File: src/rtl/key_exp_seq_if.sv
// -----------------------------------------------------------------------------
// key_exp_seq_if
//   Control/handshake bundle between the AES key-expansion word sequencer and
//   the block that drives it and consumes its per-word commands.
//
//   Parameters
//     IDX_W : width of the word index (i_out)
//     RC_W  : width of the Rcon round index (rcon_idx_out)
//
//   Signals (direction as seen by the sequencer, i.e. the slave modport)
//     start_in       in   start one expansion (sampled in IDLE only)
//     abort_in       in   synchronous abort of a run in progress
//     conf_in        in   key size: 00=AES-128, 01=AES-192, 10=AES-256
//     word_ready_in  in   consumer accepts the current word
//     word_valid_out out  current index and flags are valid
//     i_out          out  word index i
//     imodk_out      out  i mod Nk
//     rcon_idx_out   out  i / Nk
//     copy_out       out  copy key word directly
//     rot_sub_out    out  RotWord + SubWord + Rcon
//     sub_only_out   out  SubWord only (AES-256)
//     last_out       out  final word of the schedule
//     busy_out       out  run in progress
//     done_out       out  one-cycle completion pulse
//     cfg_err_out    out  one-cycle pulse on start with illegal conf
// -----------------------------------------------------------------------------
interface key_exp_seq_if #(
  parameter int IDX_W = 6,
  parameter int RC_W  = 4
);
  logic             start_in;
  logic             abort_in;
  logic [1:0]       conf_in;
  logic             word_ready_in;
  logic             word_valid_out;
  logic [IDX_W-1:0] i_out;
  logic [3:0]       imodk_out;
  logic [RC_W-1:0]  rcon_idx_out;
  logic             copy_out;
  logic             rot_sub_out;
  logic             sub_only_out;
  logic             last_out;
  logic             busy_out;
  logic             done_out;
  logic             cfg_err_out;

  // Controller / consumer side
  modport master (
    output start_in, abort_in, conf_in, word_ready_in,
    input  word_valid_out, i_out, imodk_out, rcon_idx_out,
           copy_out, rot_sub_out, sub_only_out, last_out,
           busy_out, done_out, cfg_err_out
  );

  // Sequencer side
  modport slave (
    input  start_in, abort_in, conf_in, word_ready_in,
    output word_valid_out, i_out, imodk_out, rcon_idx_out,
           copy_out, rot_sub_out, sub_only_out, last_out,
           busy_out, done_out, cfg_err_out
  );
endinterface

File: src/rtl/key_exp_seq.sv
// -----------------------------------------------------------------------------
// key_exp_seq
//   AES-128/192/256 key-expansion word sequencer. Walks the word index i from
//   0 to NB*(Nr+1)-1 and, for every word, presents i, i mod Nk, i / Nk and the
//   operation flags the key-schedule datapath needs. Each word is held until
//   the consumer accepts it (valid/ready), so the same outputs can also drive
//   the round-key RAM write port directly.
//
//   Parameters
//     NB    : state columns in 32-bit words (4 for AES)
//     IDX_W : word index width, must hold NB*15-1
//     RC_W  : Rcon round index width
//
//   Ports
//     clk_in : clock, rising edge
//     rst_in : asynchronous active-high reset
//     bus    : key_exp_seq_if.slave, see interface header for signal list
//
//   Sequencing
//     IDLE -> (start, legal conf) -> COPY (i < Nk) -> EXPAND (i >= Nk)
//          -> DONE (one cycle) -> IDLE
//     An abort in COPY/EXPAND returns to IDLE without a done pulse.
// -----------------------------------------------------------------------------
module key_exp_seq #(
  parameter int NB    = 4,
  parameter int IDX_W = 6,
  parameter int RC_W  = 4
) (
  input  logic         clk_in,
  input  logic         rst_in,
  key_exp_seq_if.slave bus
);

  localparam logic [1:0] S_IDLE   = 2'b00;
  localparam logic [1:0] S_COPY   = 2'b01;
  localparam logic [1:0] S_EXPAND = 2'b10;
  localparam logic [1:0] S_DONE   = 2'b11;

  localparam logic [1:0] CONF_ILLEGAL = 2'b11;

  // ---------------------------------------------------------------------------
  // Registered state
  // ---------------------------------------------------------------------------
  logic [1:0]       r_state;
  logic [1:0]       r_conf;
  logic [IDX_W-1:0] r_i;
  logic [3:0]       r_imodk;
  logic [RC_W-1:0]  r_rcon;
  logic             r_cfg_err;

  // ---------------------------------------------------------------------------
  // Derived combinational values
  // ---------------------------------------------------------------------------
  logic [3:0]       w_nk;
  logic [IDX_W-1:0] w_total;
  logic [IDX_W-1:0] w_last_i;
  logic             w_valid;
  logic             w_xfer;
  logic             w_is_last;
  logic             w_wrap;
  logic             w_copy_end;
  logic             w_start_ok;
  logic             w_start_bad;

  // Key geometry comes only from the latched configuration, so conf_in may
  // change freely once a run has started. The illegal code is never latched;
  // the default arm only keeps the decode total.
  always_comb begin
    w_nk    = 4'd4;
    w_total = IDX_W'(NB * 11);
    case (r_conf)
      2'b01: begin
        w_nk    = 4'd6;
        w_total = IDX_W'(NB * 13);
      end
      2'b10: begin
        w_nk    = 4'd8;
        w_total = IDX_W'(NB * 15);
      end
      default: begin
        w_nk    = 4'd4;
        w_total = IDX_W'(NB * 11);
      end
    endcase
  end

  assign w_last_i    = w_total - IDX_W'(1);
  assign w_valid     = (r_state == S_COPY) || (r_state == S_EXPAND);
  assign w_xfer      = w_valid && bus.word_ready_in;
  assign w_is_last   = (r_i == w_last_i);
  assign w_wrap      = (r_imodk == (w_nk - 4'd1));
  // In COPY the index equals the position within the first Nk words, so the
  // final copy word is exactly the one where imodk wraps.
  assign w_copy_end  = (r_state == S_COPY) && w_wrap;
  assign w_start_ok  = bus.start_in && (bus.conf_in != CONF_ILLEGAL);
  assign w_start_bad = bus.start_in && (bus.conf_in == CONF_ILLEGAL);

  // ---------------------------------------------------------------------------
  // Sequencer
  // ---------------------------------------------------------------------------
  always_ff @(posedge clk_in or posedge rst_in) begin
    if (rst_in) begin
      r_state   <= S_IDLE;
      r_conf    <= 2'b00;
      r_i       <= '0;
      r_imodk   <= '0;
      r_rcon    <= '0;
      r_cfg_err <= 1'b0;
    end else begin
      r_cfg_err <= 1'b0;
      case (r_state)
        S_IDLE: begin
          if (w_start_ok) begin
            r_conf  <= bus.conf_in;
            r_i     <= '0;
            r_imodk <= '0;
            r_rcon  <= '0;
            r_state <= S_COPY;
          end else if (w_start_bad) begin
            r_cfg_err <= 1'b1;
          end
        end

        S_COPY, S_EXPAND: begin
          // Abort wins over a transfer presented in the same cycle.
          if (bus.abort_in) begin
            r_state <= S_IDLE;
            r_i     <= '0;
            r_imodk <= '0;
            r_rcon  <= '0;
          end else if (w_xfer) begin
            if (w_is_last) begin
              r_state <= S_DONE;
              r_i     <= '0;
              r_imodk <= '0;
              r_rcon  <= '0;
            end else begin
              r_i <= r_i + IDX_W'(1);
              if (w_wrap) begin
                r_imodk <= '0;
                r_rcon  <= r_rcon + RC_W'(1);
              end else begin
                r_imodk <= r_imodk + 4'd1;
              end
              if (w_copy_end) begin
                r_state <= S_EXPAND;
              end
            end
          end
        end

        // A start seen here is intentionally dropped; the controller must
        // re-issue it once IDLE is reached.
        S_DONE: begin
          r_state <= S_IDLE;
        end

        default: begin
          r_state <= S_IDLE;
        end
      endcase
    end
  end

  // ---------------------------------------------------------------------------
  // Outputs: all derived from registered state, so they are stable across a
  // stall and fall to zero the instant reset is applied. Counters are cleared
  // whenever the sequencer leaves a run, so the raw index is already zero
  // whenever valid is low.
  // ---------------------------------------------------------------------------
  assign bus.word_valid_out = w_valid;
  assign bus.i_out          = r_i;
  assign bus.imodk_out      = r_imodk;
  assign bus.rcon_idx_out   = r_rcon;
  // COPY/EXPAND already imply valid, which also keeps copy mutually exclusive
  // with both expansion flags (e.g. i = 4 in AES-256 is a copy, not SubWord).
  assign bus.copy_out       = (r_state == S_COPY);
  assign bus.rot_sub_out    = (r_state == S_EXPAND) && (r_imodk == 4'd0);
  assign bus.sub_only_out   = (r_state == S_EXPAND) && (w_nk == 4'd8) && (r_imodk == 4'd4);
  assign bus.last_out       = w_valid && w_is_last;
  assign bus.busy_out       = w_valid;
  assign bus.done_out       = (r_state == S_DONE);
  assign bus.cfg_err_out    = r_cfg_err;

endmodule

File: src/flat_wrapper.sv
// flat-port wrapper written by rule: the top's interface ports become plain ports
module key_exp_seq_flat 
#(
  parameter int NB    = 4,
  parameter int IDX_W = 6,
  parameter int RC_W  = 4
)
  (clk_in, rst_in, bus_start_in, bus_abort_in, bus_conf_in, bus_word_ready_in, bus_word_valid_out, bus_i_out, bus_imodk_out, bus_rcon_idx_out, bus_copy_out, bus_rot_sub_out, bus_sub_only_out, bus_last_out, bus_busy_out, bus_done_out, bus_cfg_err_out);
  key_exp_seq_if #(.IDX_W(IDX_W), .RC_W(RC_W)) bus_i ();
  input  logic clk_in;
  input  logic rst_in;
  input wire logic [$bits(bus_i.start_in)-1:0] bus_start_in;
  input wire logic [$bits(bus_i.abort_in)-1:0] bus_abort_in;
  input wire logic [$bits(bus_i.conf_in)-1:0] bus_conf_in;
  input wire logic [$bits(bus_i.word_ready_in)-1:0] bus_word_ready_in;
  output wire logic [$bits(bus_i.word_valid_out)-1:0] bus_word_valid_out;
  output wire logic [$bits(bus_i.i_out)-1:0] bus_i_out;
  output wire logic [$bits(bus_i.imodk_out)-1:0] bus_imodk_out;
  output wire logic [$bits(bus_i.rcon_idx_out)-1:0] bus_rcon_idx_out;
  output wire logic [$bits(bus_i.copy_out)-1:0] bus_copy_out;
  output wire logic [$bits(bus_i.rot_sub_out)-1:0] bus_rot_sub_out;
  output wire logic [$bits(bus_i.sub_only_out)-1:0] bus_sub_only_out;
  output wire logic [$bits(bus_i.last_out)-1:0] bus_last_out;
  output wire logic [$bits(bus_i.busy_out)-1:0] bus_busy_out;
  output wire logic [$bits(bus_i.done_out)-1:0] bus_done_out;
  output wire logic [$bits(bus_i.cfg_err_out)-1:0] bus_cfg_err_out;
  assign bus_i.start_in = bus_start_in;
  assign bus_i.abort_in = bus_abort_in;
  assign bus_i.conf_in = bus_conf_in;
  assign bus_i.word_ready_in = bus_word_ready_in;
  assign bus_word_valid_out = bus_i.word_valid_out;
  assign bus_i_out = bus_i.i_out;
  assign bus_imodk_out = bus_i.imodk_out;
  assign bus_rcon_idx_out = bus_i.rcon_idx_out;
  assign bus_copy_out = bus_i.copy_out;
  assign bus_rot_sub_out = bus_i.rot_sub_out;
  assign bus_sub_only_out = bus_i.sub_only_out;
  assign bus_last_out = bus_i.last_out;
  assign bus_busy_out = bus_i.busy_out;
  assign bus_done_out = bus_i.done_out;
  assign bus_cfg_err_out = bus_i.cfg_err_out;
  key_exp_seq #(.NB(NB), .IDX_W(IDX_W), .RC_W(RC_W)) u_core (.clk_in(clk_in), .rst_in(rst_in), .bus(bus_i));
endmodule
File: config.mk
export PLATFORM = sky130hd
export DESIGN_NAME = key_exp_seq_flat
export DESIGN_NICKNAME = d
export VERILOG_FILES = /design/src/rtl/key_exp_seq_if.sv /design/src/rtl/key_exp_seq.sv /design/src/flat_wrapper.sv
export SDC_FILE = /design/constraint.sdc
export NUM_CORES = 1
export LEC_CHECK = 0
export ABC_AREA = 1
export CAP_MARGIN = 40
export CORE_MARGIN = 4
export CORE_UTILIZATION = 30
export DETAILED_ROUTE_END_ITERATION = 7
export PLACE_DENSITY_LB_ADDON = 0.25
export SETUP_SLACK_MARGIN = 0.05
export SYNTH_ARGS = -nofsm -noshare
export SYNTH_HDL_FRONTEND = slang
export SYNTH_SLANG_ARGS = --single-unit
File: constraint.sdc
create_clock -name clk_in -period 2.1 [get_ports clk_in]
set_input_delay 0.21 -clock clk_in [delete_from_list [all_inputs] [get_ports clk_in]]
set_output_delay 0.21 -clock clk_in [all_outputs]
set_load 0.02 [all_outputs]
# Word level (Yosys, flattened, before mapping)
# Index checks and enable logic that the tools add are counted.
# word_totals
wordCells	70
ff_bits	19
input_bits	7
out_inout_bits	22
# classes
add_sub_neg	5
n_eq_ne	15
n_mux	27
reduce_logical	17
# op_table
cell	n
$mux 4	9
$mux 6	4
$pmux 4 s2	3
$pmux 6 s2	1
$mux 2	5
$pmux 5 s2	1
$add 4x1->4 const B	2
$eq 2x2->1 const B	4
$logic_and 1x1->1	8
$ne 4x2->1 const B	2
$add 6x1->6 const B	1
$eq 6x6->1	1
$pmux 2 s3	1
$reduce_and 3->1	2
$sub 6x1->6 const B	1
$eq 2x1->1 const B	2
$eq 4x3->1 const B	1
$eq 4x4->1	1
$eq 4x4->1 const B	1
$logic_not 4->1	1
$reduce_and 4->1	1
$sub 4x1->4 const B	1
$mux 1	3
$ne 3x2->1 const B	1
7 further kinds	7

# Longest topological paths before layout
# Gate-level depths: netlist of the first run.
# logic_depth
ltp_word	10
depth_mapped	11
ltp_nobuf	11

# Least setup slack after synthesis of the first run
# OpenSTA, ideal clock, no wires.
# synth_timing
path_type	reg-to-reg
startpoint	register u_core.r_state[0]
endpoint	register u_core.r_i[2] (netlist: u_core.bus.i_out[2])
synth_period_minus_slack_ps	1709
path_stages_with_launch	9
setup_ps	120
arrival_time_ps	1589
required_time_ps	1980
n_path_buf	0
slack_ps	391
path_cell_list	dfrtp_1 -> inv_1 -> ha_1 -> nand2_1 -> or2_4 -> nand3b_4 -> nor2_1 -> o21ai_0 -> inv_1
# synth_via
elab_chain_cells	5
elab_cells_between_ends	11
cone_classes	eq/ne: 4; mux: 1; reduce/logical: 6
# synth_rtl
item	line_no	text
start: declaration	key_exp_seq.sv:44	logic [1:0] r_state;
start signal: assignment	key_exp_seq.sv:103	r_state <= S_IDLE;
start signal: assignment	key_exp_seq.sv:118	r_state <= S_COPY;
start signal: assignment	key_exp_seq.sv:127	r_state <= S_IDLE;
$eq 2x1->1 or $eq 2x2->1 (tied branches)	key_exp_seq.sv:88	assign w_valid = (r_state == S_COPY) || (r_state == S_EXPAND);
$logic_or 1x1->1 *	key_exp_seq.sv:88	
named net bus_busy_out	flat_wrapper.sv:24	output wire logic [$bits(bus_i.busy_out)-1:0] bus_busy_out;
$logic_and 1x1->1 *	key_exp_seq.sv:89	assign w_xfer = w_valid && bus.word_ready_in;
$ne 3x2->1 (no line) *	n/a	
$reduce_and 3->1 (no line) *	n/a	
end signal: assignment	key_exp_seq.sv:138	r_i <= r_i + IDX_W'(1);
end: declaration	key_exp_seq.sv:46	logic [IDX_W-1:0] r_i;
# The timed path passes the listed nets; every way through them passes the cells marked *.
# A chain may end at the register's enable or synchronous reset.

# Worst setup path after layout of the first run
# layout_timing
startpoint	register u_core.r_state[1]
endpoint	output bus_word_valid_out
# layout_via
elab_chain_cells	2
elab_cells_between_ends	3
cone_classes	eq/ne: 2; reduce/logical: 1
# layout_rtl
item	line_no	text
$eq 2x1->1 or $eq 2x2->1 (tied branches)	key_exp_seq.sv:88	
$logic_or 1x1->1 *	key_exp_seq.sv:88	
end: declaration	flat_wrapper.sv:16	output wire logic [$bits(bus_i.word_valid_out)-1:0] bus_word_valid_out;
# Every way passes the cells marked *; elsewhere a longest branch is shown, timed or not.

==> results.rst, run 1 <==
.. list-table::
   :header-rows: 1

   * - Metric
     - Value
   * - Die span in x
     - 74.8 µm
   * - Post-synthesis register bit count
     - 19
   * - Startpoint of the worst-slack reg-to-reg timing path
     - u_core.r_state[1]$_DFFE_PP0P_
   * - CTS clk-pin slew, worst paths
     - 0.08 ns
   * - Static Leak
     - 0.000871 µW
   * - Drt first-iter violations
     - 38
   * - Class of the tightest hold or removal check
     - in -> async
   * - Detail Placement HPWL
     - 2380 µm
   * - Diodes inserted
     - 0
   * - Final design area excluding fillers
     - 0.00173 mm²
   * - Area growth from synthesis to layout
     - 29.4%
   * - Final TNS setup
     - 0 ns
   * - RSZ-0062 raised after global routing
     - false
   * - Fmax
     - 506 MHz
   * - Level count of the clock H-tree
     - 1
   * - Vias in the first global route
     - 1214
   * - Global-route wire length before repair
     - 5480 µm
   * - Global placer's final weighted congestion
     - 0.724
   * - TritonCTS sink count
     - 19
   * - Port Buf Inserts
     - 28
   * - Post-route worst setup slack
     - 0.122 ns
   * - Standard cell core area
     - 0.00432 mm²
   * - Basic-gate share of the synthesized area counting and, or, nand and nor cells
     - 0.356
   * - Worst path required time
     - 1.89 ns
   * - Top fanout value on the critical path
     - 5
   * - VDD IR max
     - 781 µV
   * - Seq/Total Area, Yosys
     - 0.355
   * - Die height
     - 74.8 µm
   * - Number of max-slew violations in the final report
     - 0
   * - Minimum clock period after layout
     - 1.98 ns
   * - Clock tree from TritonCTS
     - yes
   * - Num rows
     - 24
   * - Critical Path, Cell by Cell
     - inv_1, ha_1, clkdlybuf4s50_1
   * - Outcome
     - completed
   * - Post-Place Setup Slack
     - 0.170 ns
   * - Sum of routed wire length over all layers
     - 3010 µm
   * - Least-Margin Pin Slew
     - 0.260 ns
   * - Maximum number of pins on one net before global-route repair
     - 20
   * - Startpoint class of the critical path
     - register
   * - Count of filler cells inserted in the layout
     - 463
   * - Top cell family by delay on the critical path
     - buffers and inverters
   * - Initial antenna violation count
     - 0
   * - Average wire per cell in the routed design
     - 11.5 µm
   * - Power density over the cells
     - 1200 mW/mm²
   * - Area fraction in compound gates after synthesis
     - 0.0766
   * - Critical path buffers and inverters
     - 2
   * - Critical setup path kind
     - reg -> out
   * - Cell with the largest stage delay on the worst path
     - clkdlybuf4s50_1
   * - Count of cells along the worst register-to-register path
     - 9
   * - CTS max path bufs
     - 2
   * - Post-Syn Instances
     - 176
   * - Clock latency of the later-clocked register in the worst-skew pair
     - 0.26 ns
   * - Boundary Pins
     - 29
   * - Multiplexer area fraction after synthesis
     - 0
   * - Layout net count
     - 228
   * - Post-Synthesis Net Count
     - 194
   * - Worst setup EP type
     - primary output
   * - Starting Density
     - 0.310
   * - Combinational family with the most area after synthesis
     - simple AND/OR/NAND/NOR gates
   * - Commonest cells after routing, fill and taps aside
     - nand2_1, inv_1, clkdlybuf4s50_1
   * - Arrival time reported for the critical path endpoint
     - 1.77 ns
   * - End of the worst register-to-register path
     - u_core.bus.rcon_idx_out[2]$_DFFE_PP0P_
   * - Commonest non-fill, non-tap cell in the layout
     - nand2_1
   * - Slack of the worst reg-to-reg path
     - 0.29 ns
   * - Post-route DRC violation count
     - 0
   * - Cell area after placement
     - 0.00169 mm²
   * - Count of max-cap constraint violations
     - 0
   * - Final setup violation count
     - 0
   * - Post-detailed-route via-to-cell ratio
     - 4.50
   * - XOR/XNOR Fraction of Synth Area
     - 0.0196
   * - Share of the cycle needed by the critical path after routing
     - 0.942
   * - Global-route usage over all layers
     - 0.128
   * - Total die area
     - 0.00560 mm²
   * - DR vias
     - 1174
   * - Mean instance size in the synthesized netlist
     - 7.61 µm²
   * - Total number of yosys warnings
     - 0
   * - Root Driver
     - clkbuf_8
   * - Clk_skew
     - 0.00145 ns
   * - Worst slew margin relative to its limit
     - 0.827
   * - Antenna Nets Post-Route
     - 0
   * - Count of TritonRoute iterations in the first routing pass
     - 2
   * - Grt total ovfl
     - 0
   * - Post-synth cell types
     - 27
   * - Syn Std Cell Area
     - 0.00134 mm²
   * - Post-synthesis share of cell area spent on full adders, half adders and majority gates
     - 0.103
   * - Number of buffers added by the clock tree synthesis step
     - 3
   * - Final hold vios
     - 0
   * - Fraction of layout cells with a size suffix above 1
     - 0.120
   * - Slowest stage delay, CP
     - 0.64 ns
==> cells by family after synthesis <==
| family | Yosys count |
|---|---|
| compound gates | 16 |
| simple gates | 96 |
| fa+ha+maj | 11 |
| flops | 19 |
| xor+xnor | 3 |
| buf+inv | 31 |
==> worst max-delay path by stage <==
stage                             startpoint                              end  slack [ns]  depth (start not counted)
2_1_floorplan  u_core.r_state[0]$_DFFE_PP0P_  u_core.bus.i_out[2]$_DFFE_PP0P_        0.39                          8
3_3_place_gp    u_core.r_conf[0]$_DFFE_PP0P_                     bus_last_out        0.18                          8
3_5_place_dp    u_core.r_conf[0]$_DFFE_PP0P_                     bus_last_out        0.17                          8
4_1_cts        u_core.r_state[1]$_DFFE_PP0P_               bus_word_valid_out        0.11                          3
5_1_grt        u_core.r_state[1]$_DFFE_PP0P_               bus_word_valid_out        0.06                          3
6_report       u_core.r_state[1]$_DFFE_PP0P_               bus_word_valid_out        0.12                          3
==> registers in the layout (all words and copies together), names as in the netlist <==
register / flops
u_core.bus.imodk_out: 4
u_core.bus.rcon_idx_out: 4
u_core.r_state: 2
u_core.bus.i_out: 6
u_core.bus.cfg_err_out: 1
u_core.r_conf: 2
==> metal layers <==
metal / global-route usage / up-vias / wire length (µm)
met2: 0.211 / 17 / 1430
met4: 0.0375 / 0 / 35
li1: - / 621 / -
met5: 0 / - / 0
met3: 0.0280 / 4 / 93
met1: 0.169 / 532 / 1450
==> report_power, final <==
group	switching [µW]	internal (µW)	total (µW)
logic	789	500	1290
clock network	139	134	273
registers	78.3	444	523
==> worst min-delay path, delay by kind of cell <==
| family | cells | cell delay (ns) |
|---|---|---|
| buf+inv | 3 | 0.70 |
==> cells in the mapped netlist, drive strengths merged <==
| cell | count | share of area |
|---|---|---|
| o22ai | 2 | 0.0093 |
| nand3 | 19 | 0.075 |
| nor4 | 1 | 0.0047 |
| nor2 | 22 | 0.098 |
| buf | 1 | 0.0056 |
| nor3 | 2 | 0.0075 |
| a21oi | 4 | 0.018 |
| ha | 11 | 0.10 |
| nand4 | 1 | 0.0047 |
| o21bai | 2 | 0.011 |
| or2 | 2 | 0.011 |
| dfrtp | 19 | 0.36 |
| inv | 30 | 0.084 |
| nand2 | 48 | 0.14 |
| xor2 | 3 | 0.020 |
| nand3b | 1 | 0.015 |
| o21ai | 8 | 0.038 |
==> final cells by class <==
class	count	area, µm²	area share
Clock buffer	3	41.3	0.0238
Inverter	30	113	0.0650
Tap cell	52	65.1	0.0375
Timing Repair Buffer	30	288	0.166
Sequential cell	19	475	0.274
Multi-Input combinational cell	126	743	0.429
Clock inverter	1	7.51	0.00433
==> stage by stage <==
stage,hold WS [ns],util,instances,power (µW)
after floorplan,0.161,-,176,1480
after CTS,0.283,0.402,261,2130
after global placement,0.524,0.391,257,1850
after detailed placement,0.525,0.391,257,1850
after global routing,0.316,0.401,261,2310
final,0.267,0.401,261,2080
==> timing repair <==
action | in CTS | in global routing
cloned | 0 | 0
gates resized for setup | 3 | 2
setup buffers | 0 | 0
endpoints found under the setup margin | 3 | 1
hold buffers | 0 | 0
pin swaps | 0 | 0
endpoints found under the hold margin | 0 | 0
No activity file was read; power rests on OpenSTA's default activity.
==> run 2: changes to the inputs <==
--- a/config.mk
+++ b/config.mk
@@ -8,7 +8,7 @@
 export ABC_AREA = 1
 export CAP_MARGIN = 40
 export CORE_MARGIN = 4
-export CORE_UTILIZATION = 30
+export CORE_UTILIZATION = 40
 export DETAILED_ROUTE_END_ITERATION = 7
 export PLACE_DENSITY_LB_ADDON = 0.25
 export SETUP_SLACK_MARGIN = 0.05
==> run 2 against run 1 <==
Effect of this change: highest routed layer unchanged; die area down 22%; fmax is 4.2% higher; sequential power is essentially flat; total power grew 0.82%.
==> results.rst, run 2 (synthesis gave the netlist of run 1 again) <==
.. list-table::
   :header-rows: 1

   * - Metric
     - Value
   * - Outcome
     - completed
   * - Global-route usage over all layers
     - 0.148 (+0.0203)
   * - Minimum clock period after layout
     - 1.90 ns (-0.0806 ns)
   * - Startpoint class of the critical path
     - register
   * - Static Leak
     - 0.000896 µW (+2.9%)
   * - Global placer's final weighted congestion
     - 0.763 (+5.4%)
   * - Power density over the cells
     - 1220 mW/mm² (+1.2%)
   * - Average wire per cell in the routed design
     - 11.8 µm (+2.0%)
   * - Count of filler cells inserted in the layout
     - 318 (-31%)
   * - Final hold vios
     - 0 (unchanged)
   * - Initial antenna violation count
     - 0 (unchanged)
   * - TritonCTS sink count
     - 19 (unchanged)
   * - Level count of the clock H-tree
     - 1 (unchanged)
   * - Die span in x
     - 65.9 µm (-12%)
   * - Detail Placement HPWL
     - 2410 µm (+0.97%)
   * - Cell with the largest stage delay on the worst path
     - dfrtp_1
   * - Flip-flop count of the largest register, all copies and words added
     - 6 (unchanged)
   * - Sum of routed wire length over all layers
     - 2990 µm (-0.70%)
   * - Number of buffers added by the clock tree synthesis step
     - 3 (unchanged)
   * - Die height
     - 65.9 µm (-12%)
   * - Layout net count
     - 229 (+0.44%)
   * - VDD IR max
     - 595 µV (-24%)
   * - Count of max-cap constraint violations
     - 0 (unchanged)
   * - Boundary Pins
     - 29 (unchanged)
   * - Number of max-slew violations in the final report
     - 0 (unchanged)
   * - Commonest non-fill, non-tap cell in the layout
     - nand2_1
   * - Final TNS setup
     - 0 ns (unchanged)
   * - Post-detailed-route via-to-cell ratio
     - 4.88 (+8.4%)
   * - Clock latency of the later-clocked register in the worst-skew pair
     - 0.31 ns (+0.05 ns)
   * - Drt first-iter violations
     - 30 (-21%)
   * - Critical setup path kind
     - reg -> out
   * - Fmax
     - 527 MHz (+4.2%)
   * - Num rows
     - 20 (-17%)
   * - Root Driver
     - clkbuf_4
   * - Share of the cycle needed by the critical path after routing
     - 0.903 (-0.0384)
   * - Minimum hold slack
     - 0.310 ns (+0.0430 ns)
   * - Diodes inserted
     - 0 (unchanged)
   * - Area growth from synthesis to layout
     - 29.0%
   * - Slowest stage delay, CP
     - 0.40 ns (-0.24 ns)
   * - Class of the tightest hold or removal check
     - in -> async
   * - Total die area
     - 0.00434 mm² (-22%)
   * - Least-Margin Pin Slew
     - 0.737 ns (+0.477 ns)
   * - Top fanout value on the critical path
     - 4 (-1)
   * - Post-route DRC violation count
     - 0 (unchanged)
   * - Maximum number of pins on one net before global-route repair
     - 20 (unchanged)
   * - Vias in the first global route
     - 1179 (-2.9%)
   * - CTS max path bufs
     - 2 (unchanged)
   * - Antenna Nets Post-Route
     - 0 (unchanged)
   * - Grt total ovfl
     - 0 (unchanged)
   * - Commonest cells after routing, fill and taps aside
     - nand2_1, inv_1, clkdlybuf4s50_1
   * - Count of TritonRoute iterations in the first routing pass
     - 4 (+2)
   * - CTS clk-pin slew, worst paths
     - 0.12 ns (+0.04 ns)
   * - Starting Density
     - 0.428 (+0.118)
   * - RSZ-0062 raised after global routing
     - false
   * - Arrival time reported for the critical path endpoint
     - 1.69 ns (-0.08 ns)
   * - Worst setup EP type
     - primary output
   * - Clk_skew
     - 0.00192 ns (+0.000468 ns)
   * - Port Buf Inserts
     - 28 (unchanged)
   * - Worst slew margin relative to its limit
     - 0.508 (-0.319)
   * - Standard cell core area
     - 0.00313 mm² (-28%)
   * - Final setup violation count
     - 0 (unchanged)
   * - Critical Path, Cell by Cell
     - inv_1, ha_1, inv_1, nand2_1, nand2_1, nand3_2, nor2_1, clkbuf_2
   * - Clock tree from TritonCTS
     - yes
   * - Fraction of layout cells with a size suffix above 1
     - 0.124 (+0.00419)
   * - Worst path required time
     - 1.89 ns (about the same)
   * - Global-route wire length before repair
     - 5000 µm (-8.8%)
   * - DR vias
     - 1239 (+5.5%)
-- run 2: final timing paths --
kind                       depth (start not counted)  slack (ns)                                     end                            start
hold reg to reg                                    1        0.55         u_core.bus.i_out[0]$_DFFE_PP0P_  u_core.bus.i_out[0]$_DFFE_PP0P_
setup reg to reg                                   9        0.26  u_core.bus.rcon_idx_out[1]$_DFFE_PP0P_    u_core.r_state[0]$_DFFE_PP0P_
setup / recovery                                   8        0.20                            bus_last_out     u_core.r_conf[0]$_DFFE_PP0P_
max in group asynchronous                          2        1.33        u_core.bus.cfg_err_out$_DFF_PP0_                           rst_in
hold / removal                                     2        0.31  u_core.bus.rcon_idx_out[3]$_DFFE_PP0P_                           rst_in
min in group clk_in                                3        0.50        u_core.bus.cfg_err_out$_DFF_PP0_                   bus_conf_in[1]
-- run 2: critical path: cells and delay by family (launching register included) --
| family | cells | cell delay [ns] |
|---|---|---|
| simple gates | 4 | 0.33 |
| fa+ha+maj | 1 | 0.34 |
| flops | 1 | 0.40 |
| buf+inv | 3 | 0.32 |
-- run 2: where the power goes --
group	internal, µW	switching (µW)	leakage (µW)	total, µW
Combinational	557	827	0.000625	1380
Clock	71.2	125	0.0000177	197
Sequential	444	77.9	0.000253	522
Total	1070	1030	0.000896	2100
-- run 2: layout make-up --
class                   instances  area [µm²]  share of cell area
clock buffers                   3        22.5              0.0130
flip-flops and latches         19         475               0.275
well taps                      44        55.1              0.0319
repair buffers                 31         313               0.181
inverters                      30         113              0.0652
multi-input cells             126         743               0.430
clock inverters                 1        5.00             0.00290
-- run 2: through the flow --
step	utilization	total power, µW	instance area [µm²]	std cells	setup WS (ns)
finish	0.552	2100	1730	254	0.203
CTS	0.543	2050	1700	252	0.0373
global route	0.552	2270	1730	254	0.0659
floorplan	-	1480	1340	176	0.391
detailed placement	0.535	1860	1670	248	0.121
global placement	0.535	1810	1670	248	0.178
-- run 2: what timing repair did --
| action | 4_1_cts | 5_1_grt |
|---|---|---|
| endpoints found under the setup margin | 3 | 5 |
| cloned | 0 | 0 |
| gates resized for setup | 3 | 4 |
| hold buffers | 0 | 0 |
| pin swaps | 0 | 1 |
| buffers inserted | 0 | 2 |
-- run 2: layer usage --
metal / share of wire / up-vias / GRT usage
met4: 0.020 / 0 / 0.0596
met3: 0.029 / 7 / 0.0323
met2: 0.52 / 20 / 0.274
met1: 0.43 / 580 / 0.162
met5: 0 / - / 0
li1: - / 632 / -
==> run 3: changes to the inputs <==
--- a/config.mk
+++ b/config.mk
@@ -6,9 +6,11 @@
 export NUM_CORES = 1
 export LEC_CHECK = 0
 export ABC_AREA = 1
+export ABC_CLOCK_PERIOD_IN_PS = 2100
 export CAP_MARGIN = 40
+export CORE_ASPECT_RATIO = 2
 export CORE_MARGIN = 4
-export CORE_UTILIZATION = 40
+export CORE_UTILIZATION = 45
 export DETAILED_ROUTE_END_ITERATION = 7
 export PLACE_DENSITY_LB_ADDON = 0.25
 export SETUP_SLACK_MARGIN = 0.05
==> run 3 against run 2 <==
Effect of this change: sequential share of layout area is 0.55 points higher; total power is 0.16% lower; global-route usage is 3.4 points higher; clock power is 29% higher; critical path type unchanged.
==> results.rst, run 3 (synthesis gave the netlist of run 1 again) <==
.. list-table::
   :header-rows: 1

   * - Metric
     - Value
   * - Fmax
     - 520 MHz (-1.3%)
   * - Area growth from synthesis to layout
     - 26.4%
   * - Static Leak
     - 0.000867 µW (-3.2%)
   * - Switching pwr
     - 1020 µW (-1.5%)
   * - Slowest stage delay, CP
     - 0.63 ns (+0.23 ns)
   * - Drt first-iter violations
     - 35 (+17%)
   * - Standard cell core area
     - 0.00280 mm² (-10%)
   * - Count of filler cells inserted in the layout
     - 274 (-14%)
   * - End of the worst register-to-register path
     - u_core.bus.rcon_idx_out[2]$_DFFE_PP0P_
   * - Slack of the worst reg-to-reg path
     - 0.29 ns (+0.03 ns)
   * - Clock tree from TritonCTS
     - yes
   * - Maximum number of pins on one net before global-route repair
     - 20 (unchanged)
   * - Post-route DRC violation count
     - 0 (unchanged)
   * - Post-detailed-route via-to-cell ratio
     - 5.08 (+4.2%)
   * - Root Driver
     - clkbuf_8
   * - Global-route usage over all layers
     - 0.182 (+0.0339)
   * - Total Power Consumption
     - 2100 µW (-0.16%)
   * - Cell with the largest stage delay on the worst path
     - clkdlybuf4s50_1
   * - Die height
     - 85.1 µm (+29%)
   * - CTS max path bufs
     - 2 (unchanged)
   * - Starting Density
     - 0.477 (+0.0495)
   * - Worst setup EP type
     - primary output
   * - Least-Margin Pin Slew
     - 0.767 ns (+0.0298 ns)
   * - Count of hold buffers inserted by post-cts repair
     - 0 (unchanged)
   * - Final TNS setup
     - 0 ns (unchanged)
   * - Port Buf Inserts
     - 28 (unchanged)
   * - Startpoint class of the critical path
     - register
   * - Proportion of total power due to net switching
     - 0.484 (-0.00639)
   * - Critical Path, Cell by Cell
     - inv_1, ha_1, clkdlybuf4s50_1
   * - Sum of routed wire length over all layers
     - 3070 µm (+2.8%)
   * - Number of buffers added by the clock tree synthesis step
     - 3 (unchanged)
   * - Flip-flop count of the largest register, all copies and words added
     - 6 (unchanged)
   * - Fraction of layout cells with a size suffix above 1
     - 0.111 (-0.0132)
   * - End of the critical path
     - bus_word_valid_out
   * - Clock latency of the later-clocked register in the worst-skew pair
     - 0.26 ns (-0.05 ns)
   * - Count of max-cap constraint violations
     - 0 (unchanged)
   * - TritonCTS sink count
     - 19 (unchanged)
   * - Count of cells along the worst register-to-register path
     - 9 (unchanged)
   * - Commonest non-fill, non-tap cell in the layout
     - nand2_1
   * - Power density over the cells
     - 1240 mW/mm² (+1.8%)
   * - Detail Placement HPWL
     - 2490 µm (+3.4%)
   * - Worst path required time
     - 1.89 ns (about the same)
   * - Total die area
     - 0.00396 mm² (-8.6%)
   * - Top fanout value on the critical path
     - 5 (+1)
   * - Area taken by flip-flops and latches
     - 475 µm² (unchanged)
   * - Die span in x
     - 46.6 µm (-29%)
   * - Layout net count
     - 227 (-0.87%)
   * - RSZ-0062 raised after global routing
     - false
   * - Global placer's final weighted congestion
     - 0.866 (+13%)
   * - Final hold vios
     - 0 (unchanged)
   * - Level count of the clock H-tree
     - 1 (unchanged)
   * - Start point of the critical path
     - u_core.r_state[1]$_DFFE_PP0P_
   * - Relative contribution of sequential cells to total power
     - 0.250 (+0.002)
   * - Initial antenna violation count
     - 0 (unchanged)
   * - Outcome
     - completed
   * - Num rows
     - 27 (+35%)
   * - Final setup violation count
     - 0 (unchanged)
   * - Vias in the first global route
     - 1268 (+7.5%)
   * - Internal Pwr Total
     - 1080 µW (+1.1%)
   * - Share of the cycle needed by the critical path after routing
     - 0.916 (+0.0121)
   * - Count of TritonRoute iterations in the first routing pass
     - 4 (unchanged)
   * - Antenna Nets Post-Route
     - 0 (unchanged)
   * - Minimum clock period after layout
     - 1.92 ns (+0.0254 ns)
   * - Clock power frac
     - 0.121 (+0.027)
   * - Class of the tightest hold or removal check
     - in -> async
   * - Clk_skew
     - 0.00469 ns (+0.00277 ns)
   * - Arrival time reported for the critical path endpoint
     - 1.71 ns (+0.02 ns)
   * - Boundary Pins
     - 29 (unchanged)
   * - Share of power burned in combinational logic
     - 0.629 (-0.029)
   * - Diodes inserted
     - 0 (unchanged)
   * - Commonest cells after routing, fill and taps aside
     - nand2_1, inv_1, clkdlybuf4s50_1
   * - VDD IR max
     - 633 µV (+6.3%)
   * - Global-route wire length before repair
     - 5460 µm (+9.2%)
   * - CTS clk-pin slew, worst paths
     - 0.07 ns (-0.05 ns)
   * - Number of max-slew violations in the final report
     - 0 (unchanged)
   * - Startpoint of the worst-slack reg-to-reg timing path
     - u_core.r_state[0]$_DFFE_PP0P_
   * - DR vias
     - 1205 (-2.7%)
   * - Critical setup path kind
     - reg -> out
   * - Multi-input gate area in the final layout
     - 743 µm² (unchanged)
   * - Setup fix buffers added after clock tree synthesis
     - 0 (unchanged)
   * - Worst slew margin relative to its limit
     - 0.488 (-0.0199)
   * - Average wire per cell in the routed design
     - 13.0 µm (+10%)
   * - Grt total ovfl
     - 0 (unchanged)
[run 3: critical path, delay by kind of cell, from the launching register on]
kind       cells  cell delay [ns]
fa+ha+maj      1             0.35
flops          1             0.38
buf+inv        2             0.72
[run 3: metal layers]
| metal | global-route usage | vias to the layer above | wire length, µm |
|---|---|---|---|
| met4 | 0.0674 | 0 | 45 |
| met2 | 0.325 | 23 | 1760 |
| met3 | 0.0212 | 5 | 86 |
| met5 | 0 | - | 0 |
| li1 | - | 612 | - |
| met1 | 0.206 | 565 | 1180 |
[run 3: worst min path at each step]
| stage | startpoint | to | slack, ns | cells after the start |
|---|---|---|---|---|
| 2_1_floorplan | rst_in | u_core.bus.cfg_err_out$_DFF_PP0_ | 0.16 | 1 |
| 3_3_place_gp | u_core.bus.i_out[1]$_DFFE_PP0P_ | u_core.bus.i_out[1]$_DFFE_PP0P_ | 0.51 | 2 |
| 3_5_place_dp | u_core.bus.i_out[1]$_DFFE_PP0P_ | u_core.bus.i_out[1]$_DFFE_PP0P_ | 0.52 | 2 |
| 4_1_cts | rst_in | u_core.bus.i_out[1]$_DFFE_PP0P_ | 0.42 | 2 |
| 5_1_grt | rst_in | u_core.bus.cfg_err_out$_DFF_PP0_ | 0.45 | 2 |
| 6_report | rst_in | u_core.bus.i_out[1]$_DFFE_PP0P_ | 0.39 | 2 |
[run 3: what timing repair did]
item | in CTS | in global routing
endpoints found under the setup margin | 3 | 1
gates resized for setup | 3 | 2
gates cloned | 0 | 0
endpoints found under the hold margin | 0 | 0
[run 3: final cells by class]
class	count	share of cell area
Clock buffer	4	0.0266
Inverter	30	0.0665
Multi-Input combinational cell	126	0.439
Sequential cell	19	0.281
Tap cell	29	0.0214
Timing Repair Buffer	29	0.166
[run 3: per-stage QoR]
stage               hold WS (ns)   util  instance area, µm²  cells  worst slack [ns]
finish                     0.393  0.604                1690    237             0.177
global route               0.449  0.604                1690    237            0.0957
CTS                        0.419  0.605                1700    237            0.0867
detailed placement         0.523  0.590                1660    233            0.0890
global placement           0.513  0.590                1660    233             0.141
floorplan                  0.161      -                1340    176             0.391
[run 3: power by group through the flow]
stage | Clock (µW) | Combinational (µW) | Sequential [µW]
floorplan | 0 | 923 | 562
global placement | 0 | 1290 | 521
detailed placement | 0 | 1330 | 531
CTS | 267 | 1330 | 524
global route | 281 | 1480 | 538
finish | 254 | 1320 | 524
